File: src/rtl/ld_st_hazard_resolver.sv
// LD/ST hazard resolver: stalls on load-use hazards and forwards execute/load data to the decode consumer.
// Optional operand forwarding is enabled by defining HAZARD_FWD_EN; without it every hazard is resolved by stalling.
module ld_st_hazard_resolver #(
  parameter int STALL_CNT_W = 16
) (
  input  logic                   clk,
  input  logic                   reset_n,
  input  logic [1:0]             i_detect,
  input  logic                   i_ex_is_ld,
  input  logic [15:0]            i_ex_result,
  input  logic [15:0]            i_mem_rdata,
  input  logic                   i_mem_rdata_valid,
  input  logic                   i_flush,
  output logic                   o_stall,
  output logic                   o_bubble,
  output logic                   o_fwd_rx,
  output logic                   o_fwd_ry,
  output logic [15:0]            o_fwd_data,
  output logic [STALL_CNT_W-1:0] o_stall_count
);

  typedef enum logic [1:0] {
    IDLE     = 2'd0,
    WAIT_MEM = 2'd1,
    FWD      = 2'd2
`ifndef HAZARD_FWD_EN
    , STALL_WB = 2'd3
`endif
  } state_t;

  localparam logic [STALL_CNT_W-1:0] CNT_ONE = 1;

  state_t state, state_nxt;
  logic   stall;
  logic   fwd_rx, fwd_ry;
  logic   hazard;

  assign hazard = |i_detect;

`ifdef HAZARD_FWD_EN
  logic [1:0]  mask, mask_nxt;
  logic [15:0] fwd_data_nxt;

  // NOTE: every signal written here gets a default first, so no path can infer a latch.
  always_comb begin
    state_nxt    = state;
    mask_nxt     = mask;
    fwd_data_nxt = o_fwd_data;
    stall        = 1'b0;
    fwd_rx       = 1'b0;
    fwd_ry       = 1'b0;
    case (state)
      IDLE, FWD: begin
        if (state == FWD) begin
          fwd_rx = mask[0];
          fwd_ry = mask[1];
        end
        state_nxt = IDLE;
        if (hazard) begin
          mask_nxt = i_detect;
          if (i_ex_is_ld) begin
            stall     = 1'b1;
            state_nxt = WAIT_MEM;
          end else begin
            fwd_data_nxt = i_ex_result;
            state_nxt    = FWD;
          end
        end
      end
      WAIT_MEM: begin
        if (i_mem_rdata_valid) begin
          fwd_data_nxt = i_mem_rdata;
          state_nxt    = FWD;
        end else begin
          stall = 1'b1;
        end
      end
      default: state_nxt = IDLE;
    endcase
    // A taken branch kills the consumer, so any pending capture or stall is dropped.
    if (i_flush) begin
      state_nxt    = IDLE;
      mask_nxt     = mask;
      fwd_data_nxt = o_fwd_data;
      stall        = 1'b0;
    end
    if (!reset_n) begin
      stall  = 1'b0;
      fwd_rx = 1'b0;
      fwd_ry = 1'b0;
    end
  end

  // NOTE: sequential state uses non-blocking assignments so all registers update from pre-edge values.
  always_ff @(posedge clk) begin
    if (!reset_n) begin
      mask       <= 2'b00;
      o_fwd_data <= 16'h0000;
    end else begin
      mask       <= mask_nxt;
      o_fwd_data <= fwd_data_nxt;
    end
  end
`else
  logic unused_fwd_inputs;
  assign unused_fwd_inputs = ^{i_ex_result, i_mem_rdata};
  assign o_fwd_data        = 16'h0000;

  always_comb begin
    state_nxt = state;
    stall     = 1'b0;
    fwd_rx    = 1'b0;
    fwd_ry    = 1'b0;
    case (state)
      IDLE: begin
        if (hazard) begin
          stall     = 1'b1;
          state_nxt = i_ex_is_ld ? WAIT_MEM : STALL_WB;
        end
      end
      WAIT_MEM: begin
        if (i_mem_rdata_valid) state_nxt = STALL_WB;
        else                   stall     = 1'b1;
      end
      // Load data lands in the register file this cycle; consumer reads it next cycle.
      STALL_WB: begin
        stall     = 1'b1;
        state_nxt = IDLE;
      end
      default: state_nxt = IDLE;
    endcase
    if (i_flush) begin
      state_nxt = IDLE;
      stall     = 1'b0;
    end
    if (!reset_n) stall = 1'b0;
  end
`endif

  // NOTE: reset is synchronous; only control state and the counter need it, no memories here.
  always_ff @(posedge clk) begin
    if (!reset_n) state <= IDLE;
    else          state <= state_nxt;
  end

  always_ff @(posedge clk) begin
    if (!reset_n)                         o_stall_count <= '0;
    else if (stall && o_stall_count != '1) o_stall_count <= o_stall_count + CNT_ONE;
  end

  assign o_stall  = stall;
  assign o_bubble = stall;
  assign o_fwd_rx = fwd_rx;
  assign o_fwd_ry = fwd_ry;

endmodule

File: config.mk
export PLATFORM = sky130hd
export DESIGN_NAME = ld_st_hazard_resolver
export DESIGN_NICKNAME = d
export VERILOG_FILES = /design/src/rtl/ld_st_hazard_resolver.sv
export SDC_FILE = /design/constraint.sdc
export NUM_CORES = 1
export LEC_CHECK = 0
export BUFFER_PORTS_ARGS = -buffer_cell sky130_fd_sc_hd__buf_2
export CAP_MARGIN = 20
export CORE_MARGIN = 8
export CORE_UTILIZATION = 41
export DETAILED_ROUTE_END_ITERATION = 8
export PLACE_DENSITY = 0.79
export SKIP_CTS_REPAIR_TIMING = 1
export SLEW_MARGIN = 5
export SYNTH_ARGS = -nofsm -noshare
export SYNTH_HDL_FRONTEND = slang
export SYNTH_SLANG_ARGS = --single-unit
File: constraint.sdc
create_clock -name clk -period 2 [get_ports clk]
set_input_delay 0.3 -clock clk [delete_from_list [all_inputs] [get_ports clk]]
set_output_delay 0.3 -clock clk [all_outputs]
set_load 0.01 [all_outputs]
**After elaboration in Yosys (flattened, before gate mapping)**

Index checks and enable logic that the tools add are counted.
Widths: inputs -> output; s select.

- Input bits: 39
- Latch bits: 0
- Memory bits (writable): 0
- ROM bits: 0
- Memories kept: 0
- Output and inout bits: 36
- Bits in registers: 18

- Mux-type cells: 9
- Shift operators: 0
- Bitwise gates (word level): 1
- Reduce and logical (&&, ||, !) cells: 5
- Multiply operators: 0
- Div/mod/pow operators: 0
- Add/sub/neg operators: 1
- Equality and inequality tests: 5
- $lt $le $gt $ge: 0

Operators with widths:

| operator | number |
|---|---|
| $add 16x1->16 const B | 1 |
| $ne 16x16->1 const B | 1 |
| $mux 2 | 3 |
| $mux 1 | 4 |
| $ne 2x2->1 const B | 2 |
| $pmux 2 s2 | 1 |
| $reduce_or 2->1 | 2 |
| $pmux 1 s3 | 1 |
| $eq 2x1->1 const B | 1 |
| $eq 2x2->1 const B | 1 |
| $logic_not 2->1 | 1 |
| $reduce_and 2->1 | 1 |
| $logic_and 1x1->1 | 1 |
| $not 1->1 | 1 |

**Depth between registers and ports, before layout**

Gate-level depths: netlist (run 1).

- Depth after elaboration: 6
- Mapped depth: 6
- Depth with buffers taken out: 5

**Least setup slack after synthesis (run 1)**

OpenSTA, ideal clock, no wires.

- Path kind: register to register
- Start: register o_stall_count[0]
- End: register o_stall_count[6]
- Arrival: 1.662 ns
- Stages on the path, launching flop included: 7
- Buffers on the path: 1
- Setup slack: 0.237 ns
- Required time: 1.899 ns
- Period minus slack after synthesis: 1.763 ns
- Cells stage by stage: dfxtp_1 -> ha_1 -> nand4_1 -> nor4_2 -> buf_2 -> o311ai_1 -> o41ai_1

- Cells in the longest elaborated chain, start to end: 2
- Elaborated cells between the ends (all ways): 3
- Classes of those cells: add/sub (1); eq/ne (1); reduce/logical (1)

Ends and longest elaborated chain:

| what | RTL line | text |
|---|---|---|
| start, declared | 19 | `output logic [STALL_CNT_W-1:0] o_stall_count` |
| start signal, assigned | 148 | `else if (stall && o_stall_count != '1) o_stall_count <= o_stall_count + CNT_ONE;` |
| branches (longest 2 deep; another with $add 16x1->16) | n/a |  |

Parallel ways; which one is timed is not known.
A chain may end at the register's enable or synchronous reset.

**Worst setup path after layout (run 1)**

- Start: register state[1]
- End: output o_bubble

- Cells in the longest elaborated chain, start to end: 4
- Elaborated cells between the ends (all ways): 6
- Classes of those cells: eq/ne (2); mux (3); reduce/logical (1)

Ends and longest elaborated chain:

| what | RTL line | text |
|---|---|---|
| start, declared | 33 | `state_t state, state_nxt;` |
| start signal, assigned | 143 | `else state <= state_nxt;` |
| $eq 2x2->1 (tied with other cells) | 114 | `case (state)` |
| $pmux 1 s3 (*) | 114 |  |
| $mux 1 (*) | 132 | `if (i_flush) begin` |
| $mux 1 (*) | 136 | `if (!reset_n) stall = 1'b0;` |
| end, declared | 15 | `output logic o_bubble,` |

Every way passes the cells marked *; elsewhere a longest branch is shown, timed or not.

==> reports/results.md, run 1 <==
Timing
* max frequency: 522 MHz
* Final Max Slew Viols: 0
* final sum of negative setup slack: 0 ns
* minimum clock period: 1.91 ns
* setup repair after global routing missed its margin: no
* count of final hold-check violations: 0
* clock skew: 0.00654 ns
* final worst path period share: 95.7%
* final setup violation count: 0

Clock network
* clock transition at the registers of the reported paths: 0.10 ns
* number of buffers added by the clock tree synthesis step: 3
* TritonCTS clock tree: built
* number of clock sinks seen by CTS: 18
* CTS HTree Levels: 1
* buffers from clock root to sink, at most: 2
* buffer type at the clock tree root: clkbuf_4
* clock network latency to the later pin of the worst-skew pair: 0.30 ns

Setup path
* worst r2r src: o_stall_count[0]
* Critical-path top delay cell: a221o_2
* delay contributed by the slowest stage of the critical path: 0.46 ns
* R2R cell count: 6
* WS Path Type: reg -> out
* Crit. End Element: output pin
* arrival time of the worst setup path: 1.61 ns
* Crit. Startpoint: state[1]
* list of cells traversed by the critical path: o21bai_1 > a221o_2 > clkinvlp_4 > buf_2
* maximum net fanout on the critical path: 12
* CP Data Required Time: 1.70 ns
* critical path launch point type: flop
* endpoint of the most critical register-to-register path: o_stall_count[11]
* flop-to-flop setup slack: 0.17 ns

Min path
* origin of the worst min-delay path: i_flush
* hold path endpoint: state[1]
* Hold Path Class: in -> reg
* number of instances on the worst hold path: 3

Synthesis
* Syn Area/Cell: 8.60 um^2
* gate count after technology mapping: 127
* Synth Warn #: 0
* synthesized flop and latch total: 18
* mapped cell area: 1090 um^2
* part of the Yosys area used for sequential elements: 33.0%
* number of unique standard cell types used by synthesis: 35

Drt
* DRC violations left: 0
* detailed-route wire length on metal 1: 1070 um
* Vias: 1,068
* number of iterations in the first detailed-routing pass: 4
* detailed-routed wire length on met3: 216 um
* highest metal layer with signal wires: met4
* total routed wirelength: 2660 um
* wire length on met2: 1290 um
* DR iter-0 viols: 93
* routed vias/inst: 5.90
* detailed-route wire length per cell: 14.7 um
* number of routed nets with antenna violations: 0

Die
* standard-cell rows: 18
* die width: 67.6 um
* I/O pin count: 75
* core area: 2500 um^2
* Starting Density: 43.7%
* overall die height: 67.6 um
* Die Outline Area: 4570 um^2

Layout
* most used cells in the layout excluding fill and tap cells: buf_2 (24), conb_1 (18), dfxtp_1 (18)
* Post-layout nets: 193
* diode count: 0
* most frequent standard cell in the layout excluding fill and tap cells: buf_2
* Syn-to-layout area delta: 10.8%
* area of the multi-input gates: 616 um^2
* FF/Latch Area: 360 um^2
* post-route non-filler standard cell count: 181
* proportion of layout cells with a drive suffix above 1: 21.9%
* fill count: 250

Power
* Static Leak: 0.489 nW
* pwr/cell area: 508 nW/um^2
* maximum ir drop on the vdd rail: 0.304 mV

Global route
* number of global-route vias before repair: 1,005
* combined global-route utilization of all metal layers: 12.2%
* wire length of the first global-routing pass: 4520 um
* maximum number of pins on one net before global-route repair: 17
* antenna violations before repair: 0
* overflow left after global routing: 0

Status
* run status: finished, final reports clean

Placed design
* instance count after placement with tap cells included: 178
* IO buf count: 24
* dpl hpwl: 2050 um
* final weighted congestion of routability-driven global placement: 0.837

Run
* max capacitance violation total: 0

## metrics by stage
stage,hold WS [ns],power [mW],worst slack (ns),instance area [um^2],utilization [%]
global route,0.326,0.644,0.00450,1210,48.4
detailed placement,0.463,0.438,0.156,1180,47.3
global placement,0.450,0.436,0.215,1180,47.3
finish,0.304,0.614,0.0860,1210,48.4
CTS,0.298,0.615,-0.155,1200,48.2
floorplan,0.434,0.447,0.237,1160,-
## synthesized netlist by cell type
cell | instances | area [um^2]
o311ai_1 | 3 | 26.3
or3_1 | 1 | 6.26
nand3_1 | 9 | 45.0
o41ai_1 | 3 | 26.3
a211oi_1 | 2 | 15.0
a31oi_1 | 1 | 6.26
nor3_1 | 2 | 10.0
mux2i_1 | 4 | 40.0
buf_6 | 1 | 11.3
dfxtp_1 | 18 | 360
o21bai_1 | 1 | 7.51
clkinv_1 | 2 | 7.51
and3_1 | 3 | 18.8
a311oi_1 | 2 | 17.5
o31a_1 | 1 | 8.76
nor2_1 | 2 | 7.51
nand2b_1 | 4 | 25.0
conb_1 | 1 | 3.75
and4_1 | 6 | 52.6
a21oi_1 | 8 | 40.0
inv_1 | 2 | 7.51
o31ai_1 | 4 | 30.0
a2111oi_1 | 1 | 10.0
clkbuf_1 | 2 | 7.51
or4_1 | 4 | 30.0
nand4_1 | 5 | 31.3
buf_4 | 19 | 143
buf_2 | 1 | 5.00
o21ai_1 | 2 | 10.0
ha_1 | 1 | 12.5
nand2_1 | 6 | 22.5
nor4_1 | 2 | 12.5
a221o_1 | 1 | 10.0
nor2b_1 | 2 | 12.5
nor4_2 | 1 | 12.5
## power by group
group | total [mW] | switching, mW | leakage, nW | internal (mW)
logic | 0.0665 | 0.0473 | 0.330 | 0.0192
registers | 0.367 | 0.00432 | 0.145 | 0.362
clock network | 0.181 | 0.111 | 0.0138 | 0.0702
total | 0.614 | 0.163 | 0.489 | 0.452
## state kept, by name, summed over array words and instances (netlist names)
signal	count
state	2
o_stall_count	16
## per-layer routing
metal / vias to the layer above / GRT usage (%)
li1: 509 / -
met1: 501 / 14.3
met2: 51 / 21.4
met3: 7 / 1.32
met4: 0 / 6.27
met5: - / 0
## worst max-delay path, delay by kind of cell, from the launching register on
kind | cells | cell delay [ns]
AO/OA/AOI/OAI | 2 | 0.62
flip-flops | 1 | 0.35
buffers and inverters | 2 | 0.35
## cells by family (layout without fill, tap and decap cells)
kind of cell               after synthesis  after routing  share of synthesized area, %
other                                    1             18                         0.343
muxes                                    4              4                          3.67
adders and majority gates                1              1                          1.15
AOI/OAI and AO/OA                       29             29                          19.0
and+or+nand+nor                         47             47                          26.2
DFF                                     18             18                          33.0
buffers and inverters                   27             34                          16.6
## layout make-up
class,count,share of cell area [%]
multi-input combinational,99,50.9
tap,30,3.10
clock buffer,3,1.86
sequential,18,29.8
inverter,4,1.55
timing repair buffer,27,12.8
## worst max path at each step
| stage | to | slack [ns] | depth (start not counted) |
|---|---|---|---|
| after global placement | o_stall | 0.21 | 5 |
| final | o_bubble | 0.09 | 4 |
| after global routing | o_bubble | 0.005 | 4 |
| after detailed placement | o_bubble | 0.16 | 5 |
| after floorplan | o_stall_count[6] | 0.24 | 6 |
| after CTS | o_bubble | -0.16 | 4 |
(Power assumes the default switching activity.)
==> run 2, diff against run 1 <==
--- a/config.mk
+++ b/config.mk
@@ -7,10 +7,12 @@
 export LEC_CHECK = 0
 export BUFFER_PORTS_ARGS = -buffer_cell sky130_fd_sc_hd__buf_2
 export CAP_MARGIN = 20
+export CELL_PAD_IN_SITES_DETAIL_PLACEMENT = 0
+export CELL_PAD_IN_SITES_GLOBAL_PLACEMENT = 1
 export CORE_MARGIN = 8
-export CORE_UTILIZATION = 41
+export CORE_UTILIZATION = 28
 export DETAILED_ROUTE_END_ITERATION = 8
-export PLACE_DENSITY = 0.79
+export PLACE_DENSITY_LB_ADDON = 0.1
 export SKIP_CTS_REPAIR_TIMING = 1
 export SLEW_MARGIN = 5
 export SYNTH_ARGS = -nofsm -noshare
==> reports/results.md, run 2 (synthesized netlist as in run 1, its figures left out) <==
Setup path
* Crit path depth: 4
* maximum net fanout on the critical path: 14
* critical path launch point type: flop
* CP Data Required Time: 1.70 ns
* list of cells traversed by the critical path: nor2b_1 > a221o_2 > clkinvlp_4 > buf_2
* CP delay by family, top: compound AO/OA/AOI/OAI gates
* Critical-path top delay cell: a221o_2
* worst path bufs/invs: 2
* delay contributed by the slowest stage of the critical path: 0.52 ns
* Crit. End Element: output pin
* WS Path Type: reg -> out
* arrival time of the worst setup path: 1.56 ns
* R2R cell count: 6

Layout
* largest registers: o_stall_count: 16 flops, state: 2 flops
* area of the multi-input gates: 616 um^2
* FF/Latch Area: 360 um^2
* fill count: 408
* max FFs per register: 16
* Post-layout nets: 197
* most used cells in the layout excluding fill and tap cells: buf_2 (24), conb_1 (18), dfxtp_1 (18)
* diode count: 0
* Reg with most FFs: o_stall_count
* Syn-to-layout area delta: 17.4%
* design area: 1280 um^2
* most frequent standard cell in the layout excluding fill and tap cells: buf_2
* final core utilization: 34.5%
* proportion of layout cells with a drive suffix above 1: 24.4%

Die
* overall die height: 78.5 um
* Starting Density: 29.4%
* die width: 78.5 um
* core area: 3720 um^2
* Die Outline Area: 6160 um^2
* standard-cell rows: 22
* I/O pin count: 75

Drt
* routed vias/inst: 4.94
* detailed-route wire length per cell: 14.1 um
* total routed wirelength: 2890 um
* number of iterations in the first detailed-routing pass: 4
* DRC violations left: 0
* Vias: 1,007
* DR iter-0 viols: 53
* number of routed nets with antenna violations: 0

Power
* maximum ir drop on the vdd rail: 0.230 mV
* Static Leak: 0.522 nW
* pwr/cell area: 570 nW/um^2
* Final Power: 0.731 mW

Timing
* minimum clock period: 1.86 ns
* Final Max Slew Viols: 0
* setup repair after global routing missed its margin: no
* tightest hold margin: 0.358 ns
* final setup violation count: 0
* max frequency: 536 MHz
* final worst path period share: 93.2%
* clock skew: 0.00231 ns
* final sum of negative setup slack: 0 ns
* count of final hold-check violations: 0

Min path
* Hold Path Class: in -> reg
* number of instances on the worst hold path: 3

Global route
* wire length of the first global-routing pass: 4840 um
* overflow left after global routing: 0
* combined global-route utilization of all metal layers: 9.31%
* maximum number of pins on one net before global-route repair: 15
* antenna violations before repair: 0
* number of global-route vias before repair: 988

Placed design
* Placed Instance Area: 1220 um^2
* IO buf count: 24
* dpl hpwl: 2290 um
* final weighted congestion of routability-driven global placement: 0.728

Clock network
* CTS HTree Levels: 1
* buffer type at the clock tree root: clkbuf_8
* number of clock sinks seen by CTS: 18
* buffers from clock root to sink, at most: 2
* clock transition at the registers of the reported paths: 0.07 ns
* TritonCTS clock tree: built
* number of buffers added by the clock tree synthesis step: 3
* clock network latency to the later pin of the worst-skew pair: 0.25 ns

Run
* max capacitance violation total: 0

Status
* run status: finished, final reports clean

## run 2: cell count changes in the layout (fill, tap and decap cells not counted), sizes merged
cell	change
buf	+4
clkbuf	+1
## run 2: power breakdown
group / total, mW / internal, mW / switching, mW
clock network: 0.297 / 0.175 / 0.122
logic: 0.0677 / 0.0206 / 0.0472
registers: 0.367 / 0.362 / 0.00421
total: 0.731 / 0.558 / 0.173
## run 2: final cells by class
class	count	share of cell area [%]
Tap cell	48	4.68
Multi-Input combinational cell	99	48.0
Clock buffer	4	4.29
Inverter	4	1.46
Sequential cell	18	28.1
Timing Repair Buffer	31	13.5
## run 2: metal layers
layer	vias to the layer above	wire (um)	GRT usage [%]
li1	511	-	-
met1	464	1310	11.1
met2	30	1330	15.1
met3	2	225	3.99
met4	0	19	2.22
met5	-	0	0
## run 2: per-stage QoR
step | cells | worst slack, ns
after floorplan | 144 | 0.237
after global placement | 200 | 0.0659
after detailed placement | 200 | 0.0822
after CTS | 204 | -0.152
after global routing | 204 | 0.0260
final | 204 | 0.136
## run 2: tightest hold or removal path, stage by stage
cell      delay (ns)
buf_2           0.07
nand2b_1        0.13
nor3_1          0.06
## run 2: path summary, 6_finish.rpt
kind	from	endpoint	slack [ns]
setup / recovery	state[0]	o_stall	0.14
hold / removal	i_flush	state[1]	0.36
setup reg to reg	o_stall_count[0]	o_stall_count[7]	0.20
hold reg to reg	state[1]	state[1]	0.48
